===== src/rtl/ov7670_axis_frame_receiver.sv =====
`timescale 1ns / 1ps
// Receives RGB565 camera frames on an AXI-Stream slave, tags every pixel with its
// (x, y) position and frame markers, and buffers the words in a FWFT FIFO.
module ov7670_axis_frame_receiver #(
  parameter int FRAME_WIDTH  = 640,
  parameter int FRAME_HEIGHT = 480,
  parameter int FIFO_DEPTH   = 16
) (
  input  logic        S_AXIS_ACLK,
  input  logic        S_AXIS_ARESET,
  input  logic [15:0] S_AXIS_TDATA,
  input  logic        S_AXIS_TVALID,
  input  logic        S_AXIS_TLAST,
  output logic        S_AXIS_TREADY,
  input  logic        capture_en,
  input  logic        err_clr,
  output logic [15:0] pix_data,
  output logic [9:0]  pix_x,
  output logic [8:0]  pix_y,
  output logic        pix_sof,
  output logic        pix_eof,
  output logic        pix_valid,
  input  logic        pix_ready,
  output logic [15:0] frame_count,
  output logic        err_short,
  output logic        err_long
);

  localparam int AW = $clog2(FIFO_DEPTH);
  localparam int CW = AW + 1;
  localparam logic [9:0]    X_LAST = 10'(FRAME_WIDTH - 1);
  localparam logic [8:0]    Y_LAST = 9'(FRAME_HEIGHT - 1);
  localparam logic [CW-1:0] DEPTH  = CW'(FIFO_DEPTH);

  typedef enum logic [1:0] {DISABLED, SYNC, ACTIVE} state_t;

  typedef struct packed {
    logic [15:0] data;
    logic [9:0]  x;
    logic [8:0]  y;
    logic        sof;
    logic        eof;
  } word_t;

  state_t        state, state_next;
  logic [9:0]    x;
  logic [8:0]    y;
  logic [CW-1:0] occ;
  logic [AW-1:0] wr_ptr, rd_ptr;
  word_t         mem [FIFO_DEPTH];
  word_t         wr_word;
  logic          accept, push, pop, load, mem_nonempty;
  logic          last_pos, frame_end, frame_ok, set_short, set_long;

  // Occupancy counts the output register too, so TREADY depends only on registered state.
  assign S_AXIS_TREADY = !S_AXIS_ARESET && ((state != ACTIVE) || (occ < DEPTH));
  assign accept        = S_AXIS_TVALID && S_AXIS_TREADY;
  assign push          = accept && (state == ACTIVE);
  assign pop           = pix_valid && pix_ready;
  assign mem_nonempty  = occ != CW'(pix_valid);
  assign load          = mem_nonempty && (!pix_valid || pop);

  // NOTE: every signal driven here gets a value before any branch, so no latch is inferred.
  always_comb begin
    state_next   = state;
    last_pos     = (x == X_LAST) && (y == Y_LAST);
    frame_end    = push && (S_AXIS_TLAST || last_pos);
    frame_ok     = push && S_AXIS_TLAST && last_pos;
    set_short    = push && S_AXIS_TLAST && !last_pos;
    set_long     = push && !S_AXIS_TLAST && last_pos;
    wr_word.data = S_AXIS_TDATA;
    wr_word.x    = x;
    wr_word.y    = y;
    wr_word.sof  = (x == '0) && (y == '0);
    wr_word.eof  = S_AXIS_TLAST || last_pos;
    case (state)
      DISABLED: if (capture_en) state_next = SYNC;
      SYNC:     if (accept && S_AXIS_TLAST) state_next = capture_en ? ACTIVE : DISABLED;
      ACTIVE: begin
        if (set_long)       state_next = SYNC;
        else if (frame_end) state_next = capture_en ? ACTIVE : DISABLED;
      end
      default:  state_next = DISABLED;
    endcase
  end

  // NOTE: sequential state is only ever written with non-blocking assignments.
  always_ff @(posedge S_AXIS_ACLK) begin
    if (S_AXIS_ARESET) state <= DISABLED;
    else               state <= state_next;
  end

  always_ff @(posedge S_AXIS_ACLK) begin
    if (S_AXIS_ARESET) begin
      x           <= '0;
      y           <= '0;
      frame_count <= '0;
      err_short   <= 1'b0;
      err_long    <= 1'b0;
    end else begin
      if (frame_end) begin
        x <= '0;
        y <= '0;
      end else if (push) begin
        if (x == X_LAST) begin
          x <= '0;
          y <= y + 1'b1;
        end else begin
          x <= x + 1'b1;
        end
      end
      if (frame_ok) frame_count <= frame_count + 1'b1;
      // A new error in the same cycle as err_clr stays set.
      if (set_short)    err_short <= 1'b1;
      else if (err_clr) err_short <= 1'b0;
      if (set_long)     err_long  <= 1'b1;
      else if (err_clr) err_long  <= 1'b0;
    end
  end

  // NOTE: the storage array is deliberately not reset; flushing pointers and occupancy empties it.
  always_ff @(posedge S_AXIS_ACLK) begin
    if (push) mem[wr_ptr] <= wr_word;
  end

  always_ff @(posedge S_AXIS_ACLK) begin
    if (S_AXIS_ARESET) begin
      wr_ptr    <= '0;
      rd_ptr    <= '0;
      occ       <= '0;
      pix_valid <= 1'b0;
      {pix_data, pix_x, pix_y, pix_sof, pix_eof} <= '0;
    end else begin
      if (push) wr_ptr <= wr_ptr + 1'b1;
      if (load) rd_ptr <= rd_ptr + 1'b1;
      case ({push, pop})
        2'b10:   occ <= occ + 1'b1;
        2'b01:   occ <= occ - 1'b1;
        default: occ <= occ;
      endcase
      if (load) begin
        {pix_data, pix_x, pix_y, pix_sof, pix_eof} <= mem[rd_ptr];
        pix_valid <= 1'b1;
      end else if (pop) begin
        pix_valid <= 1'b0;
      end
    end
  end

endmodule


===== config.mk =====
export PLATFORM = sky130hd
export DESIGN_NAME = ov7670_axis_frame_receiver
export DESIGN_NICKNAME = d
export VERILOG_FILES = /design/src/rtl/ov7670_axis_frame_receiver.sv
export SDC_FILE = /design/constraint.sdc
export NUM_CORES = 1
export LEC_CHECK = 0
export ABC_AREA = 1
export CORE_MARGIN = 2
export CORE_UTILIZATION = 50
export DETAILED_ROUTE_END_ITERATION = 6
export PLACE_DENSITY = 0.67
export SYNTH_ARGS = -nofsm -noshare
export SYNTH_HDL_FRONTEND = slang
export SYNTH_SLANG_ARGS = --single-unit

===== constraint.sdc =====
create_clock -name S_AXIS_ACLK -period 8.89 [get_ports S_AXIS_ACLK]
set_clock_uncertainty 0.05 [all_clocks]
set_input_delay 1.3335 -clock S_AXIS_ACLK [delete_from_list [all_inputs] [get_ports S_AXIS_ACLK]]
set_output_delay 1.3335 -clock S_AXIS_ACLK [all_outputs]
set_load 0.01 [all_outputs]

==> results_tabular.tex, run 1 <==
\begin{tabular}{lr}
\hline
Metric & Value \\
\hline
\multicolumn{2}{l}{\textbf{Placed design}} \\
\quad Global placement routability congestion & 0.849 \\
\quad Final HPWL DP & 34.0 mm \\
\quad DP Cell Count & 3237 \\
\quad Placement Cell Area & 29800 um\^{}2 \\
\quad Pre-CTS WS & 4220 ps \\
\quad Count of buffers from port buffering & 79 \\
\multicolumn{2}{l}{\textbf{Clock network}} \\
\quad CTS max path bufs & 3 \\
\quad Post-cts resize count & 0 \\
\quad Post-CTS Repair Setup Buffers & 0 \\
\quad Clk slew on worst S/H paths & 60 ps \\
\quad Root buffer cell & sky130\_fd\_sc\_hd\_\_clkbuf\_16 \\
\quad CTS tree & yes \\
\quad Number of buffers created by CTS & 72 \\
\quad Quantity of hold-fixing buffers added after cts & 0 \\
\quad Latest clock arrival within the worst-skew pair & 600 ps \\
\quad Clock sink count & 682 \\
\quad Htree depth & 3 \\
\multicolumn{2}{l}{\textbf{STA}} \\
\quad Tightest hold margin & 430 ps \\
\quad Final critical-path share of the clock period & 0.506 \\
\quad Max-slew violations & 0 \\
\quad Setup TNS Final & 0 ps \\
\quad Maximum achievable frequency & 0.222 GHz \\
\quad Fin crit period & 4500 ps \\
\quad Fin. Hold Viols & 0 \\
\quad Total setup violations reported at the end of the flow & 0 \\
\quad Post-layout worst setup margin & 4390 ps \\
\quad Setup repair after global routing missed its margin & false \\
\quad Slew HR & 0.184 \\
\quad Worst-Margin Slew & 1220 ps \\
\multicolumn{2}{l}{\textbf{Final layout}} \\
\quad Commonest non-fill, non-tap cell in the layout & sky130\_fd\_sc\_hd\_\_edfxtp\_1 \\
\quad Final std cell area, no fill & 32200 um\^{}2 \\
\quad Area growth, synth to finish & 13.2\% \\
\quad FILL cells & 4513 \\
\quad Number of inserted diodes & 0 \\
\quad Number of nets in the final layout & 2591 \\
\quad Sequential Area & 19600 um\^{}2 \\
\quad Fraction of layout cells with a size suffix above 1 & 0.0716 \\
\quad Final cell count without fillers & 3368 \\
\quad Area of the multi-input gates & 6750 um\^{}2 \\
\quad Leading cell types in the layout, fill and taps excluded & sky130\_fd\_sc\_hd\_\_edfxtp\_1 (592), sky130\_fd\_sc\_hd\_\_inv\_1 (390), sky130\_fd\_sc\_hd\_\_nand3\_1 (294) \\
\multicolumn{2}{l}{\textbf{Global route}} \\
\quad Via count of the first global-routing pass & 17700 \\
\quad Number of antenna violations at the first check in global routing & 0 \\
\quad Total global routing overflow & 0 \\
\quad Largest net degree at the start of global routing & 262 \\
\quad First-pass GRT wire length & 98.9 mm \\
\quad Global routing usage summed across all routing layers & 0.215 \\
\multicolumn{2}{l}{\textbf{Routing}} \\
\quad Overall routed net length & 62.7 mm \\
\quad Per-cell via count in the routed design & 5.43 \\
\quad DRT Pass-1 Iters & 5 \\
\quad Routed wire per std cell & 18.6 um \\
\quad DR iter-0 viols & 1635 \\
\quad Residual antenna-violating net count after detailed routing & 0 \\
\quad Via count & 18300 \\
\quad Post-route DRC violation count & 0 \\
\multicolumn{2}{l}{\textbf{Floorplan}} \\
\quad Core Footprint & 56300 um\^{}2 \\
\quad Die X-Extent & 243 um \\
\quad Height of the die & 243 um \\
\quad Core Rows & 87 \\
\quad Top Ports & 80 \\
\quad Starting density of the core & 0.506 \\
\quad Die ar. & 58800 um\^{}2 \\
\multicolumn{2}{l}{\textbf{Min path}} \\
\quad Hold path start & err\_short \\
\quad Worst hold path depth & 2 \\
\quad Worst Hold Path EP & err\_short \\
\quad Worst min path class & reg -> reg \\
\multicolumn{2}{l}{\textbf{Synthesis}} \\
\quad Compound-cell area share of the yosys netlist & 0.104 \\
\quad Post-synthesis mux area share & 0 \\
\quad Simple-gate share of the synthesized area & 0.117 \\
\quad Xor/xnor cell area share of the yosys netlist & 0.00585 \\
\quad Number of nets in the synthesized netlist & 2555 \\
\quad Warning count from the yosys run & 0 \\
\quad Number of cells produced by synthesis & 2519 \\
\quad Arithmetic-cell share of the synthesized area counting full adders, half adders and majority gates & 0.00572 \\
\quad Yosys cell types & 36 \\
\quad Post-Synthesis Cell Area & 28500 um\^{}2 \\
\quad Flip-flop and latch count after synthesis & 682 \\
\quad Share of the yosys chip area belonging to registers & 0.688 \\
\quad Avg Synthesized Cell Area & 11.3 um\^{}2 \\
\quad Combinational family with the most area after synthesis & simple AND/OR/NAND/NOR gates \\
\multicolumn{2}{l}{\textbf{Flow run}} \\
\quad Reported max-cap violation count & 0 \\
\multicolumn{2}{l}{\textbf{Pwr}} \\
\quad Clock network fraction of design power & 0.357 \\
\quad Psw & 2.52 mW \\
\quad Pwr per Cell Area & 265 nW/um\^{}2 \\
\quad Largest voltage drop on the vdd net & 0.000266 V \\
\quad Cell internal power dissipation & 6.03 mW \\
\quad Power share of the combinational group & 0.208 \\
\quad Lkg Pwr & 11.7 nW \\
\quad Part of the total power dissipated in sequential elements & 0.435 \\
\quad Switching power as a share of total power & 0.294 \\
\multicolumn{2}{l}{\textbf{Setup path}} \\
\quad Kind of start point of the critical path & input port \\
\quad Setup slack, reg-to-reg & 5740 ps \\
\quad FF-to-FF path depth & 8 \\
\quad Kind of critical path & in -> out \\
\quad Arr. time, crit path & 3110 ps \\
\quad WP data required & 7510 ps \\
\quad Crit Reg-Reg Endpoint & pix\_x[5] \\
\quad Launching point of the worst reg2reg path & rd\_ptr[0] \\
\quad Element type at the critical path end & primary output \\
\quad CP max FO & 54 \\
\multicolumn{2}{l}{\textbf{Status}} \\
\quad Outcome & finished, final reports clean \\
\hline
\end{tabular}
## worst max-delay path by stage
stage                             start       endpoint  slack, ps  depth (start not counted)
after floorplan           S_AXIS_ARESET     mem[11][0]       4800                          6
after global placement    S_AXIS_ARESET     mem[8][16]       4290                          8
after detailed placement  S_AXIS_ARESET     mem[8][36]       4220                          8
after CTS                 S_AXIS_ARESET  S_AXIS_TREADY       4370                          6
after global routing      S_AXIS_ARESET  S_AXIS_TREADY       4280                          6
final                     S_AXIS_ARESET  S_AXIS_TREADY       4390                          6
## sequential cells by signal, indices dropped and copies added, names as in the netlist
| name | cells |
|---|---|
| mem | 592 |
| frame_count | 16 |
| pix_data | 16 |
| pix_x | 10 |
| x | 10 |
| pix_y | 9 |
| y | 9 |
| occ | 5 |
| rd_ptr | 4 |
| wr_ptr | 4 |
| state | 2 |
| err_long | 1 |
| err_short | 1 |
| pix_eof | 1 |
| pix_sof | 1 |
| pix_valid | 1 |
## per-stage QoR
step                total power, mW   util
floorplan                      5.07      -
global placement               5.51  0.529
detailed placement             5.55  0.529
CTS                            8.60  0.572
global route                   8.97  0.572
finish                         8.54  0.572
## area by class of cell
class | count | share of cell area
Clock buffer | 101 | 0.0641
Clock inverter | 30 | 0.0111
Inverter | 398 | 0.0465
Multi-Input combinational cell | 1295 | 0.210
Sequential cell | 682 | 0.608
Tap cell | 756 | 0.0294
Timing Repair Buffer | 106 | 0.0311
## kinds of logic (layout without fill, tap and decap cells)
| group | Yosys count | in the layout |
|---|---|---|
| DFF | 682 | 682 |
| AOI/OAI and AO/OA | 508 | 508 |
| adders and majority gates | 13 | 13 |
| and+or+nand+nor | 755 | 755 |
| buffers and inverters | 542 | 635 |
| xor gates and xnor gates | 19 | 19 |
## synth_stat cells (all sizes together)
cell	count	area share
edfxtp	592	0.62
inv	397	0.052
nand3	294	0.052
nand2	289	0.039
a21oi	187	0.034
o21ai	169	0.030
o211ai	149	0.039
nor2	140	0.020
buf	91	0.019
dfxtp	90	0.063
clkbuf	53	0.0070
xor2	16	0.0049
nor3	14	0.0025
ha	13	0.0057
nand4	8	0.0023
nor3b	4	0.0011
nor4	3	0.00066
xnor2	3	0.00092
a211oi	2	0.00070
and3	2	0.00044
and2	1	0.00022
clkinv	1	0.00018
o21bai	1	0.00026
## power groups by stage
stage	combinational, mW	clock, mW	sequential [mW]
final	1.78	3.05	3.71
after global routing	2.00	3.24	3.73
after CTS	1.78	3.10	3.71
after detailed placement	1.77	0	3.78
after global placement	1.73	0	3.78
after floorplan	1.36	0	3.71
## per-layer routing
metal  GRT usage  part of all wire  up-vias
met5           0                 0        -
met4      0.0608             0.016        0
met3      0.0358             0.065       76
met2       0.340              0.47      580
met1       0.309              0.45     8846
li1            -                 -     8785
## critical path, stage by stage
cell,delay [ps]
sky130_fd_sc_hd__buf_2,70
sky130_fd_sc_hd__buf_4,620
sky130_fd_sc_hd__inv_2,380
sky130_fd_sc_hd__nand2_1,160
sky130_fd_sc_hd__inv_1,60
sky130_fd_sc_hd__clkdlybuf4s50_1,470
Power figures use the tool's default switching activity.
==> run 2, diff against run 1 <==
==> constraint.sdc (replaced) <==
create_clock -name S_AXIS_ACLK -period 4.5 [get_ports S_AXIS_ACLK]
set_clock_uncertainty 0.05 [all_clocks]
set_input_delay 0.675 -clock S_AXIS_ACLK [delete_from_list [all_inputs] [get_ports S_AXIS_ACLK]]
set_output_delay 0.675 -clock S_AXIS_ACLK [all_outputs]
set_load 0.01 [all_outputs]
==> results_tabular.tex, run 2 (synthesis gave the netlist of run 1 again) <==
\begin{tabular}{lr}
\hline
Metric & Value \\
\hline
\multicolumn{2}{l}{\textbf{Status}} \\
\quad Outcome & finished, final reports clean \\
\multicolumn{2}{l}{\textbf{Pwr}} \\
\quad Lkg Pwr & 11.7 nW (+0.31\%) \\
\quad Pwr per Cell Area & 511 nW/um\^{}2 (+93\%) \\
\quad Largest voltage drop on the vdd net & 0.000362 V (+36\%) \\
\quad Total chip power & 16.5 mW (+93\%) \\
\multicolumn{2}{l}{\textbf{Setup path}} \\
\quad Launching point of the worst reg2reg path & state[1] \\
\quad Startpoint of the worst setup timing path & S\_AXIS\_TVALID \\
\quad Arr. time, crit path & 3130 ps (+20 ps) \\
\quad Setup slack, reg-to-reg & 1620 ps (-4120 ps) \\
\quad Element type at the critical path end & flop \\
\quad Crit-path slowest cell & sky130\_fd\_sc\_hd\_\_nor2\_4 \\
\quad Largest delay share family, worst path & simple AND/OR/NAND/NOR gates \\
\quad Worst path bufs/invs & 3 (-2) \\
\quad Longest individual stage delay on the worst path & 750 ps (+130 ps) \\
\quad Worst path cell trace & clkdlybuf4s50\_1, nand4\_4, inv\_2, nand2\_1, nor2\_4, buf\_12 \\
\quad CP max FO & 21 (-61\%) \\
\quad Kind of critical path & in -> reg \\
\quad Kind of start point of the critical path & input port \\
\quad WP data required & 4730 ps (-2780 ps) \\
\multicolumn{2}{l}{\textbf{Final layout}} \\
\quad Final std cell area, no fill & 32300 um\^{}2 (+0.38\%) \\
\quad Leading cell types in the layout, fill and taps excluded & sky130\_fd\_sc\_hd\_\_edfxtp\_1 (592), sky130\_fd\_sc\_hd\_\_inv\_1 (390), sky130\_fd\_sc\_hd\_\_nand3\_1 (294) \\
\quad Commonest non-fill, non-tap cell in the layout & sky130\_fd\_sc\_hd\_\_edfxtp\_1 \\
\quad Most flop-heavy register & mem \\
\quad Final core area utilization & 0.575 (+0.00216) \\
\quad Fraction of layout cells with a size suffix above 1 & 0.0749 (+0.00328) \\
\quad Sequential Area & 19600 um\^{}2 (unchanged) \\
\quad Number of nets in the final layout & 2611 (+0.77\%) \\
\quad Final cell count without fillers & 3387 (+0.56\%) \\
\quad Number of inserted diodes & 0 (unchanged) \\
\quad FILL cells & 4536 (+0.51\%) \\
\quad Max FFs per register & 592 (unchanged) \\
\quad Area of the multi-input gates & 6750 um\^{}2 (unchanged) \\
\quad Area growth, synth to finish & 13.6\% \\
\multicolumn{2}{l}{\textbf{STA}} \\
\quad Setup TNS Final & 0 ps (unchanged) \\
\quad Setup repair after global routing missed its margin & false \\
\quad Worst-Margin Slew & 1090 ps (-133 ps) \\
\quad Max-slew violations & 0 (unchanged) \\
\quad Fin crit period & 2900 ps \\
\quad Fin. Hold Viols & 0 (unchanged) \\
\quad Slew HR & 0.273 (+0.0886) \\
\quad Total setup violations reported at the end of the flow & 0 (unchanged) \\
\quad Maximum achievable frequency & 0.344 GHz \\
\quad Final critical-path share of the clock period & 0.645 \\
\multicolumn{2}{l}{\textbf{Placed design}} \\
\quad Final HPWL DP & 36.8 mm (+8.1\%) \\
\quad DP Cell Count & 3259 (+0.68\%) \\
\quad Count of buffers from port buffering & 79 (unchanged) \\
\quad Global placement routability congestion & 0.838 (-1.2\%) \\
\quad Placement Cell Area & 30200 um\^{}2 (+1.2\%) \\
\multicolumn{2}{l}{\textbf{Floorplan}} \\
\quad Die X-Extent & 243 um (unchanged) \\
\quad Die ar. & 58800 um\^{}2 (unchanged) \\
\quad Core Rows & 87 (unchanged) \\
\quad Core Footprint & 56300 um\^{}2 (unchanged) \\
\quad Top Ports & 80 (unchanged) \\
\quad Height of the die & 243 um (unchanged) \\
\quad Starting density of the core & 0.506 (unchanged) \\
\multicolumn{2}{l}{\textbf{Flow run}} \\
\quad Reported max-cap violation count & 0 (unchanged) \\
\multicolumn{2}{l}{\textbf{Clock network}} \\
\quad Number of buffers created by CTS & 70 (-2.8\%) \\
\quad Quantity of hold-fixing buffers added after cts & 0 (unchanged) \\
\quad Clk slew on worst S/H paths & 60 ps (about the same) \\
\quad Clock sink count & 682 (unchanged) \\
\quad Post-cts resize count & 0 (unchanged) \\
\quad Root buffer cell & sky130\_fd\_sc\_hd\_\_clkbuf\_16 \\
\quad CTS tree & yes \\
\quad Latest clock arrival within the worst-skew pair & 610 ps (about the same) \\
\quad Post-CTS Repair Setup Buffers & 0 (unchanged) \\
\quad Htree depth & 3 (unchanged) \\
\quad CTS max path bufs & 3 (unchanged) \\
\multicolumn{2}{l}{\textbf{Routing}} \\
\quad Post-route DRC violation count & 0 (unchanged) \\
\quad Residual antenna-violating net count after detailed routing & 0 (unchanged) \\
\quad Routed wire per std cell & 19.1 um (+2.6\%) \\
\quad Overall routed net length & 64.7 mm (+3.2\%) \\
\quad DRT Pass-1 Iters & 5 (unchanged) \\
\quad Via count & 18400 (+0.66\%) \\
\quad DR iter-0 viols & 1724 (+5.4\%) \\
\quad Per-cell via count in the routed design & 5.43 (about the same) \\
\multicolumn{2}{l}{\textbf{Global route}} \\
\quad Largest net degree at the start of global routing & 106 (-60\%) \\
\quad Global routing usage summed across all routing layers & 0.221 (+0.00625) \\
\quad First-pass GRT wire length & 101 mm (+2.6\%) \\
\quad Via count of the first global-routing pass & 18000 (+1.8\%) \\
\quad Number of antenna violations at the first check in global routing & 0 (unchanged) \\
\quad Total global routing overflow & 0 (unchanged) \\
\multicolumn{2}{l}{\textbf{Min path}} \\
\quad Worst min path class & reg -> reg \\
\quad Hold path start & err\_long \\
\hline
\end{tabular}
run 2: cell count changes in the layout (fill, tap and decap cells not counted), sizes merged:
cell,previous run,this run
buf,28,50
bufinv,8,2
clkbuf,101,104
clkinvlp,0,1
inv,399,398
run 2: layout make-up:
class,instances,share of cell area
clock buffer,104,0.0617
clock inverter,24,0.00573
inverter,398,0.0463
multi-input combinational,1295,0.209
sequential,682,0.606
tap,756,0.0293
timing repair buffer,128,0.0423
run 2: report_power, final:
part           internal (mW)  total (mW)  switching, mW
Combinational           1.32        3.68           2.36
Sequential              7.04        7.33          0.291
Clock                   3.19        5.52           2.32
Total                   11.6        16.5           4.97
run 2: metrics by stage:
step,setup WS (ps),hold slack [ps]
6_report,1600,428
5_1_grt,1500,451
4_1_cts,1650,433
3_5_place_dp,1030,420
3_3_place_gp,1110,412
2_1_floorplan,1070,423
run 2: final timing paths:
path                            depth (start not counted)    endpoint
worst max-delay path                                    6  mem[4][30]
worst min-delay path                                    2    err_long
worst max register to register                          7  mem[4][30]
worst min register to register                          2    err_long
run 2: per-layer routing:
metal | vias to the layer above | global-route usage | share of wire
met1 | 8856 | 0.307 | 0.43
met5 | - | 0 | 0
met2 | 630 | 0.362 | 0.47
met4 | 0 | 0.0712 | 0.021
li1 | 8834 | - | -
met3 | 87 | 0.0308 | 0.072
run 2: tightest hold or removal path, cell delays in order (launching register included):
cell and delay [ps]:
sky130_fd_sc_hd__dfxtp_1 320, sky130_fd_sc_hd__nand2_1 60, sky130_fd_sc_hd__a21oi_1 50
==> run 3, diff against run 2 <==
==> constraint.sdc (replaced) <==
create_clock -name S_AXIS_ACLK -period 2.7 [get_ports S_AXIS_ACLK]
set_clock_uncertainty 0.05 [all_clocks]
set_input_delay 0.405 -clock S_AXIS_ACLK [delete_from_list [all_inputs] [get_ports S_AXIS_ACLK]]
set_output_delay 0.405 -clock S_AXIS_ACLK [all_outputs]
set_load 0.01 [all_outputs]
==> results_tabular.tex, run 3 (synthesis gave the netlist of run 1 again) <==
\begin{tabular}{lr}
\hline
Metric & Value \\
\hline
\multicolumn{2}{l}{\textbf{Routing}} \\
\quad Overall routed net length & 63.4 mm (-2.0\%) \\
\quad Post-route DRC violation count & 0 (unchanged) \\
\quad Via count & 18500 (+0.71\%) \\
\quad Per-cell via count in the routed design & 5.42 (-0.35\%) \\
\quad DRT Pass-1 Iters & 5 (unchanged) \\
\quad Residual antenna-violating net count after detailed routing & 0 (unchanged) \\
\quad DR iter-0 viols & 1630 (-5.5\%) \\
\quad Routed wire per std cell & 18.5 um (-3.1\%) \\
\multicolumn{2}{l}{\textbf{Pwr}} \\
\quad Pwr per Cell Area & 855 nW/um\^{}2 (+67\%) \\
\quad Lkg Pwr & 12.0 nW (+2.6\%) \\
\quad Total chip power & 28.1 mW (+70\%) \\
\quad Largest voltage drop on the vdd net & 0.000509 V (+41\%) \\
\multicolumn{2}{l}{\textbf{STA}} \\
\quad Final critical-path share of the clock period & 0.870 \\
\quad Slew HR & 0.430 (+0.157) \\
\quad Fin. Hold Viols & 0 (unchanged) \\
\quad Tightest hold margin & 261 ps (-167 ps) \\
\quad Worst-Margin Slew & 855 ps (-236 ps) \\
\quad Fin crit period & 2350 ps \\
\quad Setup repair after global routing missed its margin & false \\
\quad Max-slew violations & 0 (unchanged) \\
\quad Total setup violations reported at the end of the flow & 0 (unchanged) \\
\quad Maximum achievable frequency & 0.426 GHz \\
\multicolumn{2}{l}{\textbf{Floorplan}} \\
\quad Core Rows & 87 (unchanged) \\
\quad Height of the die & 243 um (unchanged) \\
\quad Die ar. & 58800 um\^{}2 (unchanged) \\
\quad Starting density of the core & 0.506 (unchanged) \\
\quad Top Ports & 80 (unchanged) \\
\quad Core Footprint & 56300 um\^{}2 (unchanged) \\
\quad Die X-Extent & 243 um (unchanged) \\
\multicolumn{2}{l}{\textbf{Clock network}} \\
\quad Quantity of hold-fixing buffers added after cts & 0 (unchanged) \\
\quad Number of buffers created by CTS & 71 (+1.4\%) \\
\quad Clk slew on worst S/H paths & 60 ps (about the same) \\
\quad CTS max path bufs & 3 (unchanged) \\
\quad CTS tree & yes \\
\quad Htree depth & 3 (unchanged) \\
\quad Post-CTS Repair Setup Buffers & 0 (unchanged) \\
\quad Clock sink count & 682 (unchanged) \\
\quad Root buffer cell & sky130\_fd\_sc\_hd\_\_clkbuf\_16 \\
\quad Latest clock arrival within the worst-skew pair & 610 ps (about the same) \\
\quad Post-cts resize count & 0 (unchanged) \\
\multicolumn{2}{l}{\textbf{Final layout}} \\
\quad Commonest non-fill, non-tap cell in the layout & sky130\_fd\_sc\_hd\_\_edfxtp\_1 \\
\quad Number of nets in the final layout & 2646 (+1.3\%) \\
\quad Final std cell area, no fill & 32900 um\^{}2 (+1.8\%) \\
\quad Number of inserted diodes & 0 (unchanged) \\
\quad Final cell count without fillers & 3423 (+1.1\%) \\
\quad Leading cell types in the layout, fill and taps excluded & sky130\_fd\_sc\_hd\_\_edfxtp\_1 (592), sky130\_fd\_sc\_hd\_\_inv\_1 (390), sky130\_fd\_sc\_hd\_\_nand3\_1 (294) \\
\quad Most flop-heavy register & mem \\
\quad Area growth, synth to finish & 15.7\% \\
\quad Max FFs per register & 592 (unchanged) \\
\quad Fraction of layout cells with a size suffix above 1 & 0.0937 (+0.0189) \\
\multicolumn{2}{l}{\textbf{Placed design}} \\
\quad Placement Cell Area & 30600 um\^{}2 (+1.4\%) \\
\quad Count of buffers from port buffering & 79 (unchanged) \\
\quad DP Cell Count & 3293 (+1.0\%) \\
\quad Global placement routability congestion & 0.823 (-1.7\%) \\
\quad Final HPWL DP & 36.9 mm (+0.43\%) \\
\multicolumn{2}{l}{\textbf{Setup path}} \\
\quad Largest delay share family, worst path & buffers and inverters \\
\quad Worst path bufs/invs & 3 (unchanged) \\
\quad Kind of critical path & reg -> out \\
\quad FF-to-FF path depth & 8 (+1) \\
\quad Number of cells on the critical path & 6 (unchanged) \\
\quad Most repeated library cell on the critical path & sky130\_fd\_sc\_hd\_\_nand2\_1 \\
\quad Worst path cell trace & inv\_2, nor2\_4, nand2\_1, nand2\_1, inv\_1, clkdlybuf4s50\_1 \\
\quad WP data required & 2250 ps (-2480 ps) \\
\quad CP max FO & 4 (-81\%) \\
\quad Element type at the critical path end & primary output \\
\quad Longest individual stage delay on the worst path & 470 ps (-280 ps) \\
\quad Kind of start point of the critical path & flop \\
\quad Crit-path slowest cell & sky130\_fd\_sc\_hd\_\_clkdlybuf4s50\_1 \\
\quad Arr. time, crit path & 1890 ps (-1240 ps) \\
\multicolumn{2}{l}{\textbf{Flow run}} \\
\quad Reported max-cap violation count & 0 (unchanged) \\
\multicolumn{2}{l}{\textbf{Min path}} \\
\quad Worst hold path depth & 5 (+3) \\
\quad Worst min path class & in -> reg \\
\multicolumn{2}{l}{\textbf{Status}} \\
\quad Outcome & finished, final reports clean \\
\multicolumn{2}{l}{\textbf{Global route}} \\
\quad Via count of the first global-routing pass & 18000 (-0.078\%) \\
\quad First-pass GRT wire length & 99.3 mm (-2.2\%) \\
\quad Largest net degree at the start of global routing & 95 (-10\%) \\
\quad Number of antenna violations at the first check in global routing & 1 (+1) \\
\quad Global routing usage summed across all routing layers & 0.217 (-0.00457) \\
\quad Total global routing overflow & 0 (unchanged) \\
\hline
\end{tabular}
==> run 3: worst paths after layout <==
check                 from  slack, ps             to
min reg2reg      err_short        420      err_short
min          S_AXIS_ARESET        260      rd_ptr[2]
max reg2reg       state[1]        510    mem[10][33]
max               state[1]        350  S_AXIS_TREADY
==> run 3: power breakdown <==
group          internal [mW]  total [mW]  switching, mW
Sequential              11.7        12.0          0.236
Combinational           2.32        6.48           4.16
Clock                   5.70        9.69           3.98
Total                   19.8        28.1           8.37
==> run 3: through the flow <==
step	util	setup WS, ps	TNS, ps
finish	0.585	352	0
global route	0.585	284	0
CTS	0.585	332	0
detailed placement	0.543	151	0
global placement	0.543	107	0
floorplan	-	-459	-231780
==> run 3: tightest hold or removal path: stages <==
cell and delay [ps]:
sky130_fd_sc_hd__buf_2 100, sky130_fd_sc_hd__inv_2 50, sky130_fd_sc_hd__buf_4 210, sky130_fd_sc_hd__nand2_1 90
sky130_fd_sc_hd__a21oi_1 30
==> run 3: per-layer routing <==
layer | track usage | wire length, um | vias up
li1 | - | - | 8910
met1 | 0.299 | 27900 | 8996
met2 | 0.355 | 30400 | 542
met3 | 0.0369 | 3960 | 90
met4 | 0.0632 | 1180 | 0
met5 | 0 | 0 | -
==> run 3: layout make-up <==
cell class | count | area [um^2]
Inverter | 398 | 1500
Sequential cell | 682 | 19600
Timing Repair Buffer | 162 | 1780
Tap cell | 756 | 946
Clock buffer | 98 | 2080
Clock inverter | 32 | 262
Fill cell | 4516 | 23400
Multi-Input combinational cell | 1295 | 6750
